**config.mk**
```make
export PLATFORM = sky130hd
export DESIGN_NAME = control_sequencer
export DESIGN_NICKNAME = d
export VERILOG_FILES = /design/src/rtl/cpu_ctrl_pkg.sv /design/src/rtl/reg_field_decoder.sv /design/src/rtl/control_sequencer.sv
export SDC_FILE = /design/constraint.sdc
export NUM_CORES = 1
export LEC_CHECK = 0
export CAP_MARGIN = 20
export CORE_UTILIZATION = 32
export DETAILED_ROUTE_END_ITERATION = 12
export GPL_TIMING_DRIVEN = 0
export PLACE_DENSITY = 0.84
export SLEW_MARGIN = 20
export SYNTH_ARGS = -nofsm -noshare
export SYNTH_HDL_FRONTEND = slang
export SYNTH_HIERARCHICAL = 1
export SYNTH_SLANG_ARGS = --single-unit
```
**constraint.sdc**
```tcl
create_clock -name clk -period 4.8 [get_ports clk]
set_input_delay 0.72 -clock clk [delete_from_list [all_inputs] [get_ports clk]]
set_output_delay 0.72 -clock clk [all_outputs]
set_load 0.01 [all_outputs]
```
**src/rtl/cpu_ctrl_pkg.sv**
```systemverilog
// Shared types and constants for the hard-wired CPU control sequencer:
// state encoding, opcode values and instruction field positions.
package cpu_ctrl_pkg;

    localparam int OPC_W = 5;
    localparam int REG_W = 4;

    localparam int OPC_MSB = 31;
    localparam int OPC_LSB = 27;
    localparam int RA_MSB  = 26;
    localparam int RA_LSB  = 23;
    localparam int RB_MSB  = 22;
    localparam int RB_LSB  = 19;
    localparam int RC_MSB  = 18;
    localparam int RC_LSB  = 15;

    localparam logic [OPC_W-1:0] OP_ADD  = 5'b00011;
    localparam logic [OPC_W-1:0] OP_SUB  = 5'b00100;
    localparam logic [OPC_W-1:0] OP_AND  = 5'b00101;
    localparam logic [OPC_W-1:0] OP_OR   = 5'b00110;
    localparam logic [OPC_W-1:0] OP_SHR  = 5'b00111;
    localparam logic [OPC_W-1:0] OP_SHRA = 5'b01000;
    localparam logic [OPC_W-1:0] OP_SHL  = 5'b01001;
    localparam logic [OPC_W-1:0] OP_ROR  = 5'b01010;
    localparam logic [OPC_W-1:0] OP_ROL  = 5'b01011;
    localparam logic [OPC_W-1:0] OP_MUL  = 5'b01111;
    localparam logic [OPC_W-1:0] OP_DIV  = 5'b10000;
    localparam logic [OPC_W-1:0] OP_NOP  = 5'b11010;
    localparam logic [OPC_W-1:0] OP_HALT = 5'b11011;

    typedef enum logic [3:0] {
        S_IDLE,
        S_T0,
        S_T1,
        S_T2,
        S_T3,
        S_T4,
        S_T5,
        S_T6,
        S_HALT
    } state_e;

    typedef enum logic [2:0] {
        CLS_ALU,
        CLS_MD,
        CLS_NOP,
        CLS_HALT,
        CLS_ILLEGAL
    } op_class_e;

    function automatic op_class_e classify(input logic [OPC_W-1:0] opc);
        case (opc)
            OP_ADD, OP_SUB, OP_AND, OP_OR, OP_SHR,
            OP_SHRA, OP_SHL, OP_ROR, OP_ROL: return CLS_ALU;
            OP_MUL, OP_DIV:                  return CLS_MD;
            OP_NOP:                          return CLS_NOP;
            OP_HALT:                         return CLS_HALT;
            default:                         return CLS_ILLEGAL;
        endcase
    endfunction

endpackage

```
**src/rtl/reg_field_decoder.sv**
```systemverilog
// Turns a register-number field into a one-hot register strobe vector;
// the vector is all zero while the enable is low.
module reg_field_decoder #(
    parameter int REG_W = 4
) (
    input  logic [REG_W-1:0]      field,
    input  logic                  en,
    output logic [(1<<REG_W)-1:0] onehot
);

    always_comb begin
        onehot = '0;
        if (en) onehot[field] = 1'b1;
    end

endmodule

```
**src/rtl/control_sequencer.sv**
```systemverilog
// Hard-wired control FSM for CPU_Datapath: fetch in T0-T2, then decode and
// execute ALU, mul/div, nop and halt instructions in T3-T6.
module control_sequencer
    import cpu_ctrl_pkg::*;
(
    input  logic             clk,
    input  logic             clr,
    input  logic             start,
    input  logic [31:0]      ir,
    input  logic             mem_ready,
    output logic             PCout,
    output logic             MARin,
    output logic             IncPC,
    output logic             Zin,
    output logic             ZLOout,
    output logic             PCin,
    output logic             Read,
    output logic             MDRin,
    output logic             MDRout,
    output logic             IRin,
    output logic             Yin,
    output logic             Yout,
    output logic             Loin,
    output logic             ZHIout,
    output logic             HIin,
    output logic [15:0]      Rin_vec,
    output logic [15:0]      Rout_vec,
    output logic [OPC_W-1:0] ALUSelection,
    output logic             run,
    output logic             illegal_op
);

    state_e             state_q, state_d;
    op_class_e          op_class;
    logic [OPC_W-1:0]   opc;
    logic [REG_W-1:0]   ra, rb, rc, rout_sel;
    logic               rin_en, rout_en;
    logic               ir_low_unused;

    assign opc           = ir[OPC_MSB:OPC_LSB];
    assign ra            = ir[RA_MSB:RA_LSB];
    assign rb            = ir[RB_MSB:RB_LSB];
    assign rc            = ir[RC_MSB:RC_LSB];
    assign ir_low_unused = ^ir[RC_LSB-1:0];
    assign op_class      = classify(opc);

    // NOTE: state flops use non-blocking assignment so every flop samples pre-edge values.
    always_ff @(posedge clk or posedge clr) begin
        if (clr) state_q <= S_IDLE;
        else     state_q <= state_d;
    end

    always_comb begin
        // NOTE: every output is defaulted first so no path through the case infers a latch.
        state_d      = state_q;
        PCout        = 1'b0;
        MARin        = 1'b0;
        IncPC        = 1'b0;
        Zin          = 1'b0;
        ZLOout       = 1'b0;
        PCin         = 1'b0;
        Read         = 1'b0;
        MDRin        = 1'b0;
        MDRout       = 1'b0;
        IRin         = 1'b0;
        Yin          = 1'b0;
        Yout         = 1'b0;
        Loin         = 1'b0;
        ZHIout       = 1'b0;
        HIin         = 1'b0;
        ALUSelection = '0;
        illegal_op   = 1'b0;
        rin_en       = 1'b0;
        rout_en      = 1'b0;
        rout_sel     = rb;

        case (state_q)
            S_IDLE: if (start) state_d = S_T0;
            S_T0: begin
                {PCout, MARin, IncPC, Zin} = 4'b1111;
                state_d = S_T1;
            end
            S_T1: begin
                {Read, MDRin, ZLOout} = 3'b111;
                if (mem_ready) begin
                    PCin    = 1'b1;
                    state_d = S_T2;
                end
            end
            S_T2: begin
                {MDRout, IRin} = 2'b11;
                state_d = S_T3;
            end
            S_T3: begin
                case (op_class)
                    CLS_ALU: begin
                        {rout_en, Yin} = 2'b11;
                        state_d = S_T4;
                    end
                    CLS_MD: begin
                        {rout_en, Yin} = 2'b11;
                        rout_sel = ra;
                        state_d  = S_T4;
                    end
                    CLS_NOP:  state_d = S_T0;
                    CLS_HALT: state_d = S_HALT;
                    default: begin
                        illegal_op = 1'b1;
                        state_d    = S_T0;
                    end
                endcase
            end
            S_T4: begin
                // Second ALU operand: Rc for register ALU ops, Rb for mul/div.
                state_d = S_T0;
                if (op_class == CLS_ALU || op_class == CLS_MD) begin
                    {rout_en, Yout, Zin} = 3'b111;
                    rout_sel     = (op_class == CLS_ALU) ? rc : rb;
                    ALUSelection = opc;
                    state_d      = S_T5;
                end
            end
            S_T5: begin
                state_d = S_T0;
                if (op_class == CLS_ALU) begin
                    {ZLOout, rin_en} = 2'b11;
                end else if (op_class == CLS_MD) begin
                    {ZLOout, Loin} = 2'b11;
                    state_d = S_T6;
                end
            end
            S_T6: begin
                {ZHIout, HIin} = 2'b11;
                state_d = S_T0;
            end
            S_HALT:  state_d = S_HALT;
            default: state_d = S_IDLE;
        endcase
    end

    assign run = (state_q != S_IDLE) && (state_q != S_HALT);

    reg_field_decoder #(.REG_W(REG_W)) u_rin_dec (
        .field  (ra),
        .en     (rin_en),
        .onehot (Rin_vec)
    );

    reg_field_decoder #(.REG_W(REG_W)) u_rout_dec (
        .field  (rout_sel),
        .en     (rout_en),
        .onehot (Rout_vec)
    );

endmodule

```
==> impl.org, run 1 <==
** Outcome
- Status :: finished clean

** STA
- Across the routed clock network, the largest skew measured is 1.32 ps.
- Final period demand of the worst path :: 4450 ps
- For the final routed database, the setup TNS stands at 0 ps.
- Setup violations remaining at the end of the flow were counted as 0.
- Total count of max-transition violations in the final report :: 0
- Highest attainable clock frequency :: 225 MHz
- Count of endpoints failing hold in the final timing report :: 0
- RSZ-0062 raised after global routing :: false
- For the pin with the worst max-slew slack, the measured transition is 592 ps.
- Headroom to the max-slew limit came out at 60.4%.
- Period utilisation layout :: 92.6%
- Hold timing on the final database bottoms out at a slack of 660 ps.

** Clock network
- After clock tree synthesis, the flow added hold-fix buffers numbering 0.
- In this run, post-CTS repair resized a total of 0 instances.
- H-tree Lvls :: 1
- Clk slew on worst S/H paths :: 40 ps
- Clock tree synthesis found a total of 4 sinks.
- Buffer depth of the longest clock path :: 2
- Cell chosen for the clock root :: sky130_fd_sc_hd__clkbuf_4
- TritonCTS built the clock tree.
- Buffers added to address setup during post-CTS repair amount to 0.
- Buffers inserted during clock tree synthesis total 3.
- Worst skew pair latency :: 240 ps

** Floorplanning
- Initial core utilization :: 35.2%
- In this run the count of I/O pins placed on the die edge is 90.
- In this run the vertical extent of the chip is 55.4 um.
- The region available for standard cell placement spans 2590 um2.
- The die covers 3070 um2.
- The die is 55.4 um wide.
- Number of cell rows :: 18

** Layout
- In the final layout, the registers with the most flip-flops are state_q: 4 flops.
- state_q holds more flip-flops than any other register.
- 0 antenna diodes ended up in the layout.
- The register with the most flip-flops in the layout has 4 of them.
- Proportion of layout cells with a drive suffix above 1 :: 8.18%
- Number of nets in the layout :: 258
- Relative to the synthesized area, the layout overhead comes to 86.7%.

** Critical path
- The worst setup path is captured at an output pin.
- Arrival @ worst endpoint :: 3730 ps
- The critical path in this run is classified as in2out.
- Worst-path maximum fanout :: 8
- STA classifies the critical path startpoint as a primary input.
- Worst Reg-to-Reg Cells :: 5
- At the worst endpoint, the required time is 4080 ps.

** Logic synthesis
- A synthesized cell averages 6.33 um2.
- Synthesis handed over a netlist of 144 instances.
- Synth Register Bits :: 4
- Register area share after synthesis :: 11.0%
- Post-synthesis cell area :: 912 um2
- Number of warnings reported in the yosys synthesis log :: 6
- The number of different library cells used by synthesis comes to 36.
- Post-Synthesis Net Count :: 180

** Routing
- In the routed layout, each cell is associated on average with a via count of 5.14.
- Number of DRC violations after detailed-routing iteration 0 :: 31
- Antenna-violating nets left :: 0
- The first detailed-routing pass ran for 4 iterations.
- Overall routed net length :: 3100 um
- Drc violations :: 0
- Average wire per standard cell :: 12.4 um
- Detailed routing inserted a total of 1286 vias.

** Flow run
- MaxCap Viol Count :: 0

** GRT
- Summed over all layers, the global routing overflow is 0.
- The first global-routing pass estimated 5300 um of wire.
- The initial antenna violation count was 0.
- For this run, the total global-route usage over all layers was measured as 20.4%.
- Entering global routing, the biggest net connects 11 pins.
- Via count of the first global-routing pass :: 1233

** Placement
- The HPWL after detailed placement is 2500 um.
- Port buffering added 73 buffers.
- At the end of routability-driven placement, the weighted congestion stood at 0.841.

** Power
- For this design the ratio of total power to cell area is 267 nW/um2.
- Static Leak :: 0.633 nW
- Worst voltage drop across the vdd grid :: 0.277 mV

** Worst hold path
- The path class of the tightest hold or removal check is in2async.
## final cells by class
cell class / count / area, um2
fillers: 247 / 887
repair buffers: 73 / 731
multi-input cells: 122 / 717
flip-flops and latches: 4 / 100
plain buffers: 10 / 65.1
well taps: 30 / 37.5
inverters: 8 / 30.0
clock buffers: 3 / 22.5
## path summary, 6_finish.rpt
check	slack, ps	startpoint	end
max	350	ir[28]	Rout_vec[1]
min	660	clr	state_q[1]$_DFFE_PP0P_
max reg2reg	2960	state_q[3]$_DFFE_PP0P_	state_q[1]$_DFFE_PP0P_
min reg2reg	710	state_q[0]$_DFFE_PP0P_	state_q[0]$_DFFE_PP0P_
max in group asynchronous	3990	clr	state_q[3]$_DFFE_PP0P_
min in group clk	710	state_q[0]$_DFFE_PP0P_	state_q[0]$_DFFE_PP0P_
## critical path, cell delays in order
cell,delay (ps)
sky130_fd_sc_hd__clkdlybuf4s50_1,500
sky130_fd_sc_hd__or4b_4,600
sky130_fd_sc_hd__o22ai_4,280
sky130_fd_sc_hd__mux2i_1,130
sky130_fd_sc_hd__a221o_1,350
sky130_fd_sc_hd__or3b_4,440
sky130_fd_sc_hd__nor2_1,140
sky130_fd_sc_hd__clkdlybuf4s50_1,550
## cells in the final DEF, fill, tap and decap left out, drive strengths merged
master         Yosys  layout
a211oi             2       2
a21o               3       3
a21oi              5       5
a221o              2       2
a311o              2       2
a311oi             1       1
and2               6       6
and3               5       5
buf                7       7
clkbuf             3       6
clkdlybuf4s50      0      73
dfrtp              4       4
inv                8       8
mux2               1       1
mux2i              4       4
nand2             13      13
nand2b             8       8
nand3              5       5
nand3b             5       5
nand4              1       1
nor2              32      32
nor3              13      13
nor3b              1       1
nor4               1       1
o21ai              4       4
o22ai              1       1
o31a               1       1
or3                1       1
or3b               3       3
or4                1       1
or4b               1       1
## Yosys cell counts
cell                       count  area share [%]
sky130_fd_sc_hd__nor2_1       32              13
sky130_fd_sc_hd__nand2_1      13             5.4
sky130_fd_sc_hd__nor3_1       11             6.0
sky130_fd_sc_hd__inv_1         8             3.3
sky130_fd_sc_hd__nand2b_1      8             5.5
sky130_fd_sc_hd__a21oi_1       5             2.7
sky130_fd_sc_hd__and2_1        5             3.4
sky130_fd_sc_hd__and3_1        5             3.4
sky130_fd_sc_hd__buf_4         5             4.1
sky130_fd_sc_hd__nand3_1       5             2.7
sky130_fd_sc_hd__nand3b_1      5             4.1
sky130_fd_sc_hd__dfrtp_1       4              11
sky130_fd_sc_hd__mux2i_1       4             4.4
sky130_fd_sc_hd__o21ai_0       4             2.2
sky130_fd_sc_hd__clkbuf_1      3             1.2
sky130_fd_sc_hd__a211oi_1      2             1.6
sky130_fd_sc_hd__a21o_1        2             1.6
sky130_fd_sc_hd__a221o_1       2             2.2
sky130_fd_sc_hd__a311o_1       2             2.2
sky130_fd_sc_hd__nor3_2        2             2.2
sky130_fd_sc_hd__or3b_4        2             2.5
sky130_fd_sc_hd__a21o_2        1            0.96
sky130_fd_sc_hd__a311oi_1      1            0.96
sky130_fd_sc_hd__and2_0        1            0.69
sky130_fd_sc_hd__buf_2         1            0.55
sky130_fd_sc_hd__buf_6         1             1.2
sky130_fd_sc_hd__mux2_2        1             1.2
sky130_fd_sc_hd__nand4_1       1            0.69
sky130_fd_sc_hd__nor3b_1       1            0.82
sky130_fd_sc_hd__nor4_1        1            0.69
sky130_fd_sc_hd__o22ai_4       1             2.2
sky130_fd_sc_hd__o31a_1        1            0.96
sky130_fd_sc_hd__or3_1         1            0.69
sky130_fd_sc_hd__or3b_1        1            0.96
sky130_fd_sc_hd__or4_1         1            0.82
sky130_fd_sc_hd__or4b_4        1             1.5
## routing by layer
layer  wire length [um]  part of all wire, %  track usage [%]  vias to the layer above
met1               1370                   44             24.3                      573
met3                194                  6.3             3.75                        2
met4                 12                 0.39             6.07                        0
li1                   -                    -                -                      657
met2               1530                   49             36.7                       54
met5                  0                    0                0                        -
## cells by family after synthesis
logic type,after synthesis,share of synthesized area [%]
AO/OA/AOI/OAI,21,17.7
buffers and inverters,18,10.4
flip-flops,4,11.0
multiplexers,5,5.62
AND/OR/NAND/NOR,96,55.3
## power by group
part           internal [W]  switching (W)  leakage [nW]
clock network     0.0000280      0.0000141        0.0138
logic              0.000184       0.000170         0.567
registers         0.0000464      0.0000117        0.0521
total              0.000258       0.000196         0.633
## through the flow
step           utilization [%]  power, W  cells  instance area, um2  setup slack, ps
2_1_floorplan                -  0.000254    144                 912             1490
3_3_place_gp              64.9  0.000401    247                1680              433
3_5_place_dp              64.9  0.000412    247                1680              404
4_1_cts                   65.7  0.000455    250                1700              384
5_1_grt                   65.7  0.000489    250                1700              244
6_report                  65.7  0.000454    250                1700              354
No activity file was read; power rests on OpenSTA's default activity.
==> run 2: changes to the inputs <==
--- a/config.mk
+++ b/config.mk
@@ -6,10 +6,11 @@
 export NUM_CORES = 1
 export LEC_CHECK = 0
 export CAP_MARGIN = 20
-export CORE_UTILIZATION = 32
+export CORE_UTILIZATION = 60
 export DETAILED_ROUTE_END_ITERATION = 12
+export DONT_BUFFER_PORTS = 1
 export GPL_TIMING_DRIVEN = 0
-export PLACE_DENSITY = 0.84
+export PLACE_DENSITY = 0.74
 export SLEW_MARGIN = 20
 export SYNTH_ARGS = -nofsm -noshare
 export SYNTH_HDL_FRONTEND = slang
==> impl.org, run 2 (synthesized netlist as in run 1, its figures left out) <==
** Outcome
- Status :: finished clean

** Routing
- Antenna-violating nets left :: 0
- Number of DRC violations after detailed-routing iteration 0 :: 26
- Overall routed net length :: 2360 um
- In the routed design, unresolved DRC markers number 0.
- Detailed Routing Iterations Pass 1 :: 4
- Vias per inst :: 6.42
- The final route contains 1040 vias.
- In the final routed layout, each cell accounts on average for 14.6 um.

** Layout
- Proportion of layout cells with a drive suffix above 1 :: 12.2%
- Once layout is done, the placed cells without fillers occupy 953 um2.
- Layout filler cell count :: 133
- Top reg by flops :: state_q
- Leading cell type in the layout, fill and taps excluded :: sky130_fd_sc_hd__nor2_1
- Largest regs :: state_q: 4 flops
- The number of antenna diodes in the final layout is 0.
- Growth of design area from synthesis to finish :: 4.53%
- Leaving out fill and tap cells, the most frequent cells in the layout are sky130_fd_sc_hd__nor2_1, sky130_fd_sc_hd__nand2_1, sky130_fd_sc_hd__nor3_1, sky130_fd_sc_hd__nand2b_1, sky130_fd_sc_hd__inv_1.
- At the end of the flow, the number of nets in the layout was 185.
- The register with the most flip-flops in the layout has 4 of them.
- At the end of the flow the core is filled with cells to 70.6%.

** Critical path
- The slowest stage of the critical path belongs to the cell sky130_fd_sc_hd__or4b_4.
- Critical path capture point type :: output pin
- In this design, the stage delay of the slowest critical-path cell is 490 ps.
- Worst reg2reg path startpoint :: state_q[3]$_DFFE_PP0P_
- Capture instance of the worst register-to-register path :: state_q[1]$_DFFE_PP0P_
- Worst-path maximum fanout :: 10
- The critical path in this run is classified as in2out.
- Traced cell by cell, the critical path runs through buf_6, or4b_4, o22ai_4, mux2i_1, a221o_1, or3b_4, nor2_1.
- Worst setup SP type :: primary input
- The setup check on the worst reg-to-reg path leaves a slack of 2790 ps.
- Arrival @ worst endpoint :: 2720 ps
- Startpoint of the worst setup timing path :: ir[31]
- Data required, critical path :: 4080 ps
- The worst register-to-register path has a depth of 5.

** Power
- Of the total power, the share spent switching nets is 52.8%.
- The share of total power dissipated in the clock network is 13.0%.
- Worst voltage drop across the vdd grid :: 0.241 mV
- Static Leak :: 0.373 nW
- NetSw :: 0.000179 W
- Internal power :: 0.000160 W
- Fraction of power consumed by combinational cells :: 69.6%
- Power per cell area :: 356 nW/um2
- Sequential group share of total power :: 17.3%
- Sum of internal, switching and leakage power :: 0.000339 W

** Clock network
- The number of setup buffers added after CTS is 0.
- The tree built by TritonCTS fans out to 4 sinks.
- H-tree Lvls :: 1
- After clock tree synthesis, the flow added hold-fix buffers numbering 0.
- CTS tree :: built
- Cell chosen for the clock root :: sky130_fd_sc_hd__clkbuf_4
- Once the clock tree was built, the resizer swapped 0 gates to a different size.
- The clock passes through at most 2 buffers.
- Clock tree synthesis inserted a total of 3 buffers.
- Worst skew pair latency :: 240 ps
- After clock tree synthesis, the clock-pin slew on the worst setup and hold paths is 40 ps.

** GRT
- Across every metal layer, demand over resource in global routing totals 26.2%.
- The initial antenna violation count was 0.
- For this run the aggregate overflow at the end of global routing stands at 0.
- Entering global routing, the biggest net connects 11 pins.
- The first global-routing pass estimated 2970 um of wire.
- The via count of the first global-routing pass was 723.

** STA
- Slew at the pin closest to its max-slew limit :: 616 ps
- Period utilisation layout :: 71.7%
- Final period demand of the worst path :: 3440 ps
- Final setup fails :: 0
- Clock skew on the completed layout was measured at 3.57 ps.
- Count of endpoints failing hold in the final timing report :: 0
- In this run the tightest slew margin relative to its limit is 58.6%.
- RSZ-0062 raised after global routing :: false
- The total count of max-transition violations in the final report is 0.
- Highest attainable clock frequency :: 291 MHz
- Sum of negative setup slack :: 0 ps

** Floorplanning
- Initial core utilization :: 67.6%
- Core Footprint :: 1350 um2
- The die is 41.0 um wide.
- Number of cell rows :: 13
- DIE AREA :: 1680 um2
- The die is 41.0 um tall.
- 90 I/O pins were placed.

** Placement
- Port buffering added 0 buffers.
- Once placement finished, the instance area stood at 931 um2.
- GPL Wtd Cong :: 0.792
- Summed over all nets, the half-perimeter wirelength after detailed placement is 1840 um.

** Worst hold path
- In this run the worst hold path is classified as in2async.

** Flow run
- Across the run, the number of max-cap violations was 0.
## run 2: changes by cell type in the layout (fill, tap and decap cells not counted)
cell	delta
sky130_fd_sc_hd__clkdlybuf4s50_1	-73
## run 2: worst max-delay path by stage
stage	to	cells past startpoint
after global placement	Rout_vec[1]	7
after floorplan	Rout_vec[1]	7
final	Rout_vec[3]	7
after CTS	Rout_vec[1]	7
after global routing	Rout_vec[9]	8
after detailed placement	Rout_vec[1]	7
## run 2: power groups by stage
| stage | clock network (W) | registers (W) | logic (W) |
|---|---|---|---|
| final | 0.0000442 | 0.0000588 | 0.000236 |
| after global routing | 0.0000472 | 0.0000611 | 0.000259 |
| after CTS | 0.0000432 | 0.0000587 | 0.000234 |
| after detailed placement | 0 | 0.0000591 | 0.000233 |
| after global placement | 0 | 0.0000578 | 0.000225 |
| after floorplan | 0 | 0.0000549 | 0.000199 |
## run 2: per-layer routing
metal	track usage, %	part of all wire, %	vias up	wire length, um
li1	-	-	505	-
met1	32.8	44	459	1030
met2	44.1	44	76	1050
met3	7.61	12	0	281
met4	5.00	0	0	0
met5	0	0	-	0
## run 2: layout make-up
type                    count  area [um2]  area share [%]
inverters                   8        30.0            3.15
plain buffers              10        65.1            6.82
clock buffers               3        22.5            2.36
flip-flops and latches      4         100            10.5
multi-input cells         122         717            75.2
well taps                  15        18.8            1.97
## run 2: critical path, delay by kind of cell
kind / cells / cell delay [ps]
AND/OR/NAND/NOR: 3 / 1140
buffers and inverters: 1 / 110
multiplexers: 1 / 120
AO/OA/AOI/OAI: 2 / 620
## run 2: through the flow
step	hold WS, ps	instances	setup WS (ps)
2_1_floorplan	486	144	1490
3_3_place_gp	498	159	1380
3_5_place_dp	503	159	1360
4_1_cts	253	162	1360
5_1_grt	250	162	1280
6_report	245	162	1360
==> run 3: changes to the inputs <==
==> constraint.sdc (replaced) <==
create_clock -name clk -period 3.52 [get_ports clk]
set_input_delay 0.528 -clock clk [delete_from_list [all_inputs] [get_ports clk]]
set_output_delay 0.528 -clock clk [all_outputs]
set_load 0.01 [all_outputs]
==> results of run 3 <==
Same layout as run 2 (identical final DEF). Status: finished clean.
Among the figures that moved: setup slack after placement 1360 ps -> 469 ps; setup slack after layout 1360 ps -> 337 ps; hold slack 245 ps -> 52.6 ps; start point of the critical path ir[31] -> state_q[3]$_DFFE_PP0P_; end point of the critical path Rout_vec[3] -> Rout_vec[10]; register-to-register setup slack 2790 ps -> 1510 ps; total power 0.000339 W -> 0.000463 W; worst IR drop on VDD 0.241 mV -> 0.329 mV
